===== src/rtl/core_net_pkg.sv =====
// ---------------------------------------------------------------------------
// core_net_pkg
// Shared constants and types for the multicore Taylor-series network.
//   DW            result word width (signed)
//   SW            input sample width
//   ENW           width of each core's out_en code
//   OUT_EN_VALID  the only out_en code that carries a result
//   NCORES        number of processing cores
//   IW            core index width (2^IW >= NCORES)
//   DEPTH         default output FIFO depth
//   result_tag_t  {core index, word} as carried through the collector
// ---------------------------------------------------------------------------
package core_net_pkg;

  localparam int DW     = 28;
  localparam int SW     = 19;
  localparam int ENW    = 4;
  localparam logic [ENW-1:0] OUT_EN_VALID = 4'd1;
  localparam int NCORES = 22;
  localparam int IW     = 5;
  localparam int DEPTH  = 16;

  typedef struct packed {
    logic [IW-1:0] core;
    logic [DW-1:0] word;
  } result_tag_t;

endpackage


===== src/rtl/sync_fifo_sa.sv =====
// ---------------------------------------------------------------------------
// sync_fifo_sa
// Show-ahead synchronous FIFO: the head entry is visible on data_o without
// a read strobe; pop_i advances to the next entry.
//   clk, rst      clock, asynchronous active-high reset
//   push_i        write push_data_i (accepted when not full, or full and popping)
//   push_data_i   W-bit entry
//   pop_i         drop the head entry (ignored when empty)
//   data_o        head entry, forced to 0 while empty
//   empty_o       no entries stored
//   full_o        DEPTH entries stored
//   level_o       occupancy 0..DEPTH
// DEPTH must be a power of two so the pointers wrap naturally.
// ---------------------------------------------------------------------------
module sync_fifo_sa #(
  parameter int W     = 28,
  parameter int DEPTH = 16,
  parameter int LW    = $clog2(DEPTH) + 1
) (
  input  logic          clk,
  input  logic          rst,
  input  logic          push_i,
  input  logic [W-1:0]  push_data_i,
  input  logic          pop_i,
  output logic [W-1:0]  data_o,
  output logic          empty_o,
  output logic          full_o,
  output logic [LW-1:0] level_o
);

  localparam int AW = $clog2(DEPTH);

  logic [W-1:0]  mem_q [DEPTH];
  logic [AW-1:0] wr_ptr_q, rd_ptr_q;
  logic [LW-1:0] count_q;
  logic          do_push, do_pop;

  assign empty_o = (count_q == '0);
  assign full_o  = (count_q == LW'(DEPTH));
  assign level_o = count_q;

  assign do_pop  = pop_i && !empty_o;
  // A push at full is only legal when the head leaves in the same cycle.
  assign do_push = push_i && (!full_o || do_pop);

  // Storage has no reset; the empty flag masks whatever it holds.
  always_ff @(posedge clk) begin
    if (do_push) mem_q[wr_ptr_q] <= push_data_i;
  end

  always_ff @(posedge clk or posedge rst) begin
    if (rst) begin
      wr_ptr_q <= '0;
      rd_ptr_q <= '0;
      count_q  <= '0;
    end else begin
      if (do_push) wr_ptr_q <= wr_ptr_q + AW'(1);
      if (do_pop)  rd_ptr_q <= rd_ptr_q + AW'(1);
      case ({do_push, do_pop})
        2'b10:   count_q <= count_q + LW'(1);
        2'b01:   count_q <= count_q - LW'(1);
        default: count_q <= count_q;
      endcase
    end
  end

  assign data_o = empty_o ? '0 : mem_q[rd_ptr_q];

endmodule


===== src/rtl/core_out_collector.sv =====
// ---------------------------------------------------------------------------
// core_out_collector
// Captures result words from NCORES cores, arbitrates round-robin and
// queues them in a show-ahead FIFO behind one valid/ready output.
//   clk, rst   clock, asynchronous active-high reset
//   out_en     per-core codes, core k at [k*ENW +: ENW]; code 1 = result
//   io_out     per-core results, core k at [k*DW +: DW]
//   m_data     head-of-FIFO word
//   m_core     core index of head word (only with COLLECT_TAG_EN)
//   m_valid    FIFO not empty
//   m_ready    consumer accepts the head word
//   ovf        sticky per-core overflow (a word was dropped)
//   ovf_clr    clear all ovf bits
//   level      FIFO occupancy 0..DEPTH
// Build option: define COLLECT_TAG_EN to add m_core and store the core
// index alongside each word.
// ---------------------------------------------------------------------------
module core_out_collector
  import core_net_pkg::*;
#(
  parameter int NCORES = core_net_pkg::NCORES,
  parameter int DW     = core_net_pkg::DW,
  parameter int ENW    = core_net_pkg::ENW,
  parameter int DEPTH  = core_net_pkg::DEPTH,
  parameter int IW     = core_net_pkg::IW
) (
  input  logic                  clk,
  input  logic                  rst,
  input  logic [NCORES*ENW-1:0] out_en,
  input  logic [NCORES*DW-1:0]  io_out,
  output logic [DW-1:0]         m_data,
`ifdef COLLECT_TAG_EN
  output logic [IW-1:0]         m_core,
`endif
  output logic                  m_valid,
  input  logic                  m_ready,
  output logic [NCORES-1:0]     ovf,
  input  logic                  ovf_clr,
  output logic [IW:0]           level
);

`ifdef COLLECT_TAG_EN
  localparam int FW = IW + DW;
`else
  localparam int FW = DW;
`endif

  logic [NCORES-1:0]    present, grant_oh, ovf_set;
  logic [NCORES-1:0]    pend_q, pend_d, ovf_q, ovf_d;
  logic [IW-1:0]        rr_q, rr_d, grant_idx;
  logic [IW:0]          cand;
  logic                 grant_vld, pop, can_grant, fifo_empty, fifo_full;
  logic [NCORES*DW-1:0] hold_flat;
  logic [DW-1:0]        grant_word;
  logic [FW-1:0]        push_data, head_data;

  // Per-core capture: a single hold register plus pending flag. A new word
  // is latched unless it would overwrite a held word that is not leaving
  // this cycle; in that case it is dropped and flagged as overflow.
  generate
    for (genvar gi = 0; gi < NCORES; gi++) begin : g_core
      logic [DW-1:0] hold_q;

      assign present[gi]  = (out_en[gi*ENW +: ENW] == ENW'(OUT_EN_VALID));
      assign grant_oh[gi] = grant_vld && (grant_idx == IW'(gi));
      assign ovf_set[gi]  = present[gi] && pend_q[gi] && !grant_oh[gi];

      always_ff @(posedge clk or posedge rst) begin
        if (rst) begin
          hold_q <= '0;
        end else if (present[gi] && !ovf_set[gi]) begin
          hold_q <= io_out[gi*DW +: DW];
        end
      end

      assign hold_flat[gi*DW +: DW] = hold_q;
    end
  endgenerate

  assign m_valid   = !fifo_empty;
  assign pop       = m_valid && m_ready;
  // A pop frees a slot in the same cycle, so a full FIFO can still accept.
  assign can_grant = !fifo_full || pop;

  // Round-robin search starting one past the last granted core.
  always_comb begin
    grant_vld = 1'b0;
    grant_idx = '0;
    cand      = '0;
    for (int i = 1; i <= NCORES; i++) begin
      cand = {1'b0, rr_q} + (IW+1)'(i);
      if (cand >= (IW+1)'(NCORES)) cand = cand - (IW+1)'(NCORES);
      if (can_grant && !grant_vld && pend_q[cand[IW-1:0]]) begin
        grant_vld = 1'b1;
        grant_idx = cand[IW-1:0];
      end
    end
  end

  always_comb begin
    grant_word = '0;
    for (int k = 0; k < NCORES; k++) begin
      if (grant_oh[k]) grant_word = hold_flat[k*DW +: DW];
    end
  end

  // A core granted and presenting in the same cycle stays pending with
  // its new word.
  assign pend_d = present | (pend_q & ~grant_oh);
  // An overflow in the clearing cycle keeps its bit set.
  assign ovf_d  = ovf_set | (ovf_q & ~{NCORES{ovf_clr}});
  assign rr_d   = grant_vld ? grant_idx : rr_q;

  always_ff @(posedge clk or posedge rst) begin
    if (rst) begin
      pend_q <= '0;
      ovf_q  <= '0;
      rr_q   <= '0;
    end else begin
      pend_q <= pend_d;
      ovf_q  <= ovf_d;
      rr_q   <= rr_d;
    end
  end

  assign ovf = ovf_q;

`ifdef COLLECT_TAG_EN
  assign push_data = {grant_idx, grant_word};
  assign m_core    = head_data[FW-1:DW];
`else
  assign push_data = grant_word;
`endif
  assign m_data = head_data[DW-1:0];

  sync_fifo_sa #(
    .W     (FW),
    .DEPTH (DEPTH),
    .LW    (IW + 1)
  ) u_fifo (
    .clk         (clk),
    .rst         (rst),
    .push_i      (grant_vld),
    .push_data_i (push_data),
    .pop_i       (pop),
    .data_o      (head_data),
    .empty_o     (fifo_empty),
    .full_o      (fifo_full),
    .level_o     (level)
  );

endmodule


===== config.mk =====
export PLATFORM = sky130hd
export DESIGN_NAME = core_out_collector
export DESIGN_NICKNAME = d
export VERILOG_FILES = /design/src/rtl/core_net_pkg.sv /design/src/rtl/sync_fifo_sa.sv /design/src/rtl/core_out_collector.sv
export SDC_FILE = /design/constraint.sdc
export NUM_CORES = 2
export LEC_CHECK = 0
export BUFFER_PORTS_ARGS = -buffer_cell sky130_fd_sc_hd__buf_2
export CORE_UTILIZATION = 30
export DETAILED_ROUTE_END_ITERATION = 12
export PLACE_DENSITY = 0.58
export SKIP_CTS_REPAIR_TIMING = 1
export SYNTH_ARGS = -nofsm -noshare
export SYNTH_HDL_FRONTEND = slang
export SYNTH_HIERARCHICAL = 1
export SYNTH_SLANG_ARGS = --single-unit

===== constraint.sdc =====
create_clock -name clk -period 37.5 [get_ports clk]
set_input_delay 1.875 -clock clk [delete_from_list [all_inputs] [get_ports clk]]
set_output_delay 1.875 -clock clk [all_outputs]
set_load 0.02 [all_outputs]

Word-level counts from Yosys, hierarchy flattened
Memories as Yosys holds them, arrays and structs flattened.
Cells that the tools add are included.
W data, S select, Z words.

word-level totals
  memory bits (writable) = 448
  latch bits = 0
  register bits after elaboration = 679
  output and inout port bits = 57
  memories kept = 1
  ROM bits = 0

operators by class
  div/mod/pow operators = 0
  shifts and indexed selects = 0
  add/sub/neg operators = 48
  muxes and demuxes = 136
  multiply operators = 0
  magnitude comparators = 44
  eq/ne operators = 46
  bitwise gates (word level) = 6
  reductions and logical operators = 206

memories
  memory        words  width  rd ports  clocked after memory_dff  wr ports  line                source
  u_fifo.mem_q  16     28     1         0                         1         sync_fifo_sa.sv:33  logic [W-1:0] mem_q [DEPTH];

operator list
  cell                   number
  $mux W28               23
  $mux W5                44
  $logic_and A1 B1 Y1    134
  $ge A6 B5 Y1 const B   22
  $lt A5 B6 Y1 const B   22
  $bmux W1 S5            22
  $sub A5 B5 Y5 const B  22
  $eq A4 B1 Y1 const B   22
  $logic_not A1 Y1       67
  $add A5 B4 Y6 const B  8
  $mux W1                46
  $and A22 B22 Y22       2
  $not A22 Y22           2
  $or A22 B22 Y22        2
  $add A5 B5 Y6 const B  7
  $eq A5 B4 Y1 const B   8
  $eq A5 B5 Y1 const B   6
  $add A5 B3 Y6 const B  4
  $eq A5 B3 Y1 const B   4
  $add A5 B2 Y6 const B  2
  $pmux W6 S2            1
  $eq A5 B2 Y1 const B   2
  $add A4 B1 Y4 const B  2
  $add A5 B1 Y6 const B  1
  10 further kinds       11

Logic depth before layout (Yosys ltp)
  word-level depth = 115
  mapped depth = 37
  gate-level depth less buffers = 23

Cells and area by module
The synthesis kept the hierarchy.

modules (own cells, without submodules)
  module              times used  cells an instance  area an instance (sq um)
  core_out_collector  1           4,004              41,177.0
  sync_fifo_sa        1           750                17,903.4

Least setup slack after synthesis
OpenSTA, ideal clock, no wires.

  kind = reg-to-reg
  start point = register rr_q[1]
  end point = memory u_fifo.mem_q[0][10] (data pin)
  library setup time = 0.392 ns
  arrival = 8.576 ns
  buffers on the path = 11
  slack = 28.532 ns
  stages on the path, launching flop included = 32
  clock period less this slack = 8.968 ns
  cell sequence = dfrtp_1 -> buf_2 -> inv_1 -> clkbuf_1 -> clkbuf_1 -> ha_1 -> buf_2 -> inv_1 -> buf_1 -> clkbuf_1 -> buf_2 -> clkbuf_1 -> ha_1 -> clkbuf_1 -> clkbuf_1 -> inv_1 -> a31oi_1 -> nand2_1 -> o31a_1 -> o41ai_1 -> nand2_1 -> nor3_2 -> a211oi_1 -> o311a_1 -> or3_1 -> o31ai_1 -> nor2_1 -> nand3_1 -> buf_2 -> a21boi_1 -> o21ai_1 -> o41ai_1

between the ends
  cells in the longest elaborated chain, start to end = 115

ends and longest elaborated chain
  item                                                  line                       source
  start, declared                                       core_out_collector.sv:50   logic [IW-1:0] rr_q, rr_d, grant_idx;
  start signal, assigned                                core_out_collector.sv:122  rr_q <= rr_d;
  $add A5 B1 Y6                                         core_out_collector.sv:91   cand = {1'b0, rr_q} + (IW+1)'(i);
  $sub A5 B5 Y5 / $ge A6 B5 Y1 (equally long branches)  core_out_collector.sv:92   if (cand >= (IW+1)'(NCORES)) cand = cand - (IW+1)'(NCORES);
  $mux W5                                               core_out_collector.sv:92
  $bmux W1 S5                                           core_out_collector.sv:93   if (can_grant && !grant_vld && pend_q[cand[IW-1:0]]) begin
  $mux W1 (implied by the code)                         core_out_collector.sv:93
  $logic_and A1 B1 Y1                                   core_out_collector.sv:93
  $mux W1                                               core_out_collector.sv:93
  $logic_not A1 Y1                                      core_out_collector.sv:93
  [79 not listed]                                       --
  $logic_not A1 Y1                                      core_out_collector.sv:93
  $logic_and A1 B1 Y1 (2 in series)                     core_out_collector.sv:93
  $mux W5                                               core_out_collector.sv:93
  $logic_not A5 Y1                                      core_out_collector.sv:65   assign grant_oh[gi] = grant_vld && (grant_idx == IW'(gi));
  $logic_and A1 B1 Y1                                   core_out_collector.sv:65
  $mux W28 (21 in series)                               core_out_collector.sv:103  if (grant_oh[k]) grant_word = hold_flat[k*DW +: DW];
  $mux W28 (*)                                          core_out_collector.sv:103
  net grant_word[10]                                    core_out_collector.sv:54   logic [DW-1:0] grant_word;
  end, declared                                         sync_fifo_sa.sv:33

Mark *: on every way through the listed nets, which the timed path passes. The rest lies on a longest branch. The select of a mux whose other input is x is not followed.

Final worst setup path
  start point = register rr_q[1]
  end point = memory u_fifo.mem_q[12][22] (data pin)

Same word-level chain as after synthesis.

==> qor.yml <==
run_status:
  status: "finished, final reports clean"
run:
  drv_cap: 0
clock_tree:
  root_buffer: "clkbuf_16"
  ctsLongestPathBuffers: 3
  cts_buffers: 120
  clkTransAtPathRegs_ps: 60
  cts-htree-levels: 3
  clock_latency_ps: 790
  cts_tree: "built"
  cts_sinks: 1127
synth:
  netlist_instances: 4754
  ys_warn_count: 6
  syn-num-nets: 5495
  synth_top_area_cell: "dfrtp_1"
  synth_edf_count: 448
  yosys-top-cells-area: "dfrtp_1 29%, edfxtp_1 23%, mux2_2 11%"
  avgSynthCellArea_sq_um: 12.4
  synth.distinct_cells: 127
  seq_area_frac_synth_pct: 51.5
  yosys.area.top_type_share_pct: 28.8
  syn-cell-area_sq_um: 59100
  async_reset_ff_share_pct: 60.2
  synth_ff_type: "dfrtp_1"
  ys_seq_elements: 1127
route:
  ant_nets: 0
  viasPerCell: 5.82
  routed_wirelength_um: 283000
  drt_first_pass_iters: 6
  wl_per_cell_um: 34.4
  vias: 47900
  drc: 0
  drt_first_iter_violations: 5700
floorplanning:
  fp.dieW_um: 446
  rows: 162
  initial_core_util_pct: 30.3
  core_area_sq_um: 195000
  io_pins: 765
  dieArea_sq_um: 199000
  fp.dieH_um: 446
placement:
  io_buffers: 764
  dp_hpwl_um: 212000
  placed_cell_area_sq_um: 66100
  place_congestion: 1.02
layout:
  final_cell_area_sq_um: 70200
  fill_cells: 19200
  drive_gt1_share_pct: 37.0
  syn_to_final_growth_pct: 18.7
  layout.nets: 6201
sta:
  fin_hold_ws_ps: 488
  final_hold_viol_count: 0
  period_needed_ps: 12120
  fin_tns_setup_ps: 0
  maxSlewHeadroom_pct: 10.2
  tightest_slew_ps: 1340
  setup_violations: 0
  maxSlewViolCount: 0
  rsz0062_at_grt: "false"
  fin_skew_ps: 43.2
  fmaxAchievable_mhz: 82.5
  period_share_pct: 32.3
global_route:
  grt_pass1_vias: 46800
  track_usage_pct: 27.9
  grt_pass1_wl_um: 386000
  grt_max_degree: 160
  overflow: 0
  antenna_found_initial: 114
critical_path:
  r2r_cells: 26
  worstSetupPathType: "reg2reg"
  regToRegEndpoint: "u_fifo/mem_q[12][22]$_DFFE_PP_"
  rr_startpoint: "rr_q[1]$_DFFE_PP0P_"
  cp-start-kind: "flop"
  timing.critical_path.from: "rr_q[1]$_DFFE_PP0P_"
  cp.arrival_ps: 12550
  worstSetupEndpoint: "u_fifo/mem_q[12][22]$_DFFE_PP_"
  critPathMaxFanout: 60
  end_kind: "flop"
  r2r_slack_ps: 25380
  required_ps: 37940
worst_hold_path:
  hp-class: "reg2reg"
  hold_path_depth: 1
synthesized netlist by cell type (all sizes together) (13+ instances only):
cell	count
a2111oi	21
a211oi	64
a21boi	13
a21o	24
a21oi	157
a221o	32
a221oi	19
a22oi	47
a311oi	13
a31oi	53
a32oi	13
and2	22
and3	20
buf	205
clkbuf	124
dfrtp	679
edfxtp	448
ha	32
inv	84
mux2	658
mux2i	134
mux4	163
nand2	298
nand2b	45
nand3	90
nand4	31
nor2	257
nor2b	46
nor3	95
nor4	41
o2111ai	19
o211ai	33
o21a	26
o21ai	192
o221ai	19
o22a	16
o22ai	115
o2bb2ai	16
o311ai	34
o31ai	20
o32ai	17
or2	18
or3	32
or4b	23
xnor2	59
cell type report:
| type | instances | area (sq um) | share of cell area, % |
|---|---|---|---|
| tap | 2624 | 3280 | 4.68 |
| clock inverter | 49 | 420 | 0.599 |
| multi-input combinational | 3209 | 27100 | 38.6 |
| inverter | 89 | 343 | 0.489 |
| antenna | 46 | 115 | 0.164 |
| timing repair buffer | 913 | 4970 | 7.08 |
| sequential | 1127 | 30500 | 43.4 |
| clock buffer | 177 | 3490 | 4.97 |
through the flow:
step                      cells  worst slack [ps]  util (%)
after CTS                  8187             25490      35.9
final                      8234             25380      35.9
after global placement     7961             25850      33.9
after floorplan            4754             16990         -
after global routing       8221             25010      35.9
after detailed placement   7961             25530      33.9
per-layer routing:
metal | vias to the layer above | part of all wire (%) | global-route usage [%]
met2 | 2607 | 46 | 44.1
met1 | 24600 | 38 | 34.2
met3 | 709 | 8.5 | 5.94
met5 | - | 0.21 | 0
met4 | 96 | 7.7 | 18.4
li1 | 19900 | - | -
kinds of logic (layout without fill, tap and decap cells):
group	Yosys count	in the layout	share of synthesized area, %
flip-flops	1127	1127	51.5
AO/OA/AOI/OAI	1084	1084	13.2
AND/OR/NAND/NOR	1071	1071	9.10
multiplexers	955	955	21.1
buffers and inverters	418	1228	3.35
XOR/XNOR	66	66	1.08
adder cells (fa/ha/maj)	33	33	0.712
other	0	46	0
state kept, by name, indices dropped and copies added (netlist names):
| register | count |
|---|---|
| ovf | 22 |
| u_fifo/mem_q | 448 |
| u_fifo/rd_ptr_q | 4 |
| u_fifo/wr_ptr_q | 4 |
| pend_q | 22 |
| g_core.hold_q | 616 |
| rr_q | 5 |
| u_fifo/level_o | 6 |
critical path, cell delays in order, from the launching register on:
cell	delay, ps
dfrtp_2	340
buf_4	390
inv_1	170
buf_4	300
ha_2	370
buf_4	350
buf_4	710
nor2_1	200
o211ai_2	450
a21boi_0	320
o21bai_1	470
a211o_1	200
o2bb2ai_1	170
a31oi_1	320
nand4bb_1	810
or4_4	850
o221ai_1	610
nor2_1	170
nor2_4	110
buf_4	430
buf_4	520
nor2_2	160
nand2_2	780
o22ai_1	250
nor4_1	1120
a21oi_1	230
o21ai_1	820
worst min-delay path by stage:
stage / from / endpoint / slack, ps
floorplan: g_core[7].hold_q[10]$_DFFE_PP0P_ / g_core[7].hold_q[10]$_DFFE_PP0P_ / 460
finish: g_core[7].hold_q[8]$_DFFE_PP0P_ / g_core[7].hold_q[8]$_DFFE_PP0P_ / 490
global placement: g_core[20].hold_q[14]$_DFFE_PP0P_ / g_core[20].hold_q[14]$_DFFE_PP0P_ / 470
detailed placement: g_core[20].hold_q[13]$_DFFE_PP0P_ / g_core[20].hold_q[13]$_DFFE_PP0P_ / 480
CTS: g_core[20].hold_q[13]$_DFFE_PP0P_ / g_core[20].hold_q[13]$_DFFE_PP0P_ / 490
global route: g_core[20].hold_q[9]$_DFFE_PP0P_ / g_core[20].hold_q[9]$_DFFE_PP0P_ / 500
layout by cell type (no fill, tap or decap), types with 31 or more instances in the layout:
| cell | instances |
|---|---|
| nor4_1 | 32 |
| a221o_1 | 32 |
| a211oi_1 | 62 |
| mux2i_1 | 126 |
| nor2b_1 | 45 |
| nand3_1 | 87 |
| clkbuf_16 | 121 |
| o21ai_1 | 31 |
| o21ai_0 | 159 |
| a31oi_1 | 50 |
| inv_1 | 81 |
| mux4_2 | 163 |
| edfxtp_1 | 448 |
| nor3_1 | 83 |
| nor2_1 | 237 |
| nand2_1 | 288 |
| o211ai_1 | 31 |
| a22oi_1 | 45 |
| mux2_2 | 587 |
| dfrtp_1 | 672 |
| buf_4 | 146 |
| o22ai_1 | 115 |
| xnor2_1 | 54 |
| diode_2 | 46 |
| buf_2 | 764 |
| a21oi_1 | 150 |
| mux2_1 | 70 |
| or3_1 | 32 |
| nand4_1 | 31 |
Power is not shown: default switching activity piles up to over one toggle a cycle in this logic, so the estimate is an artifact.
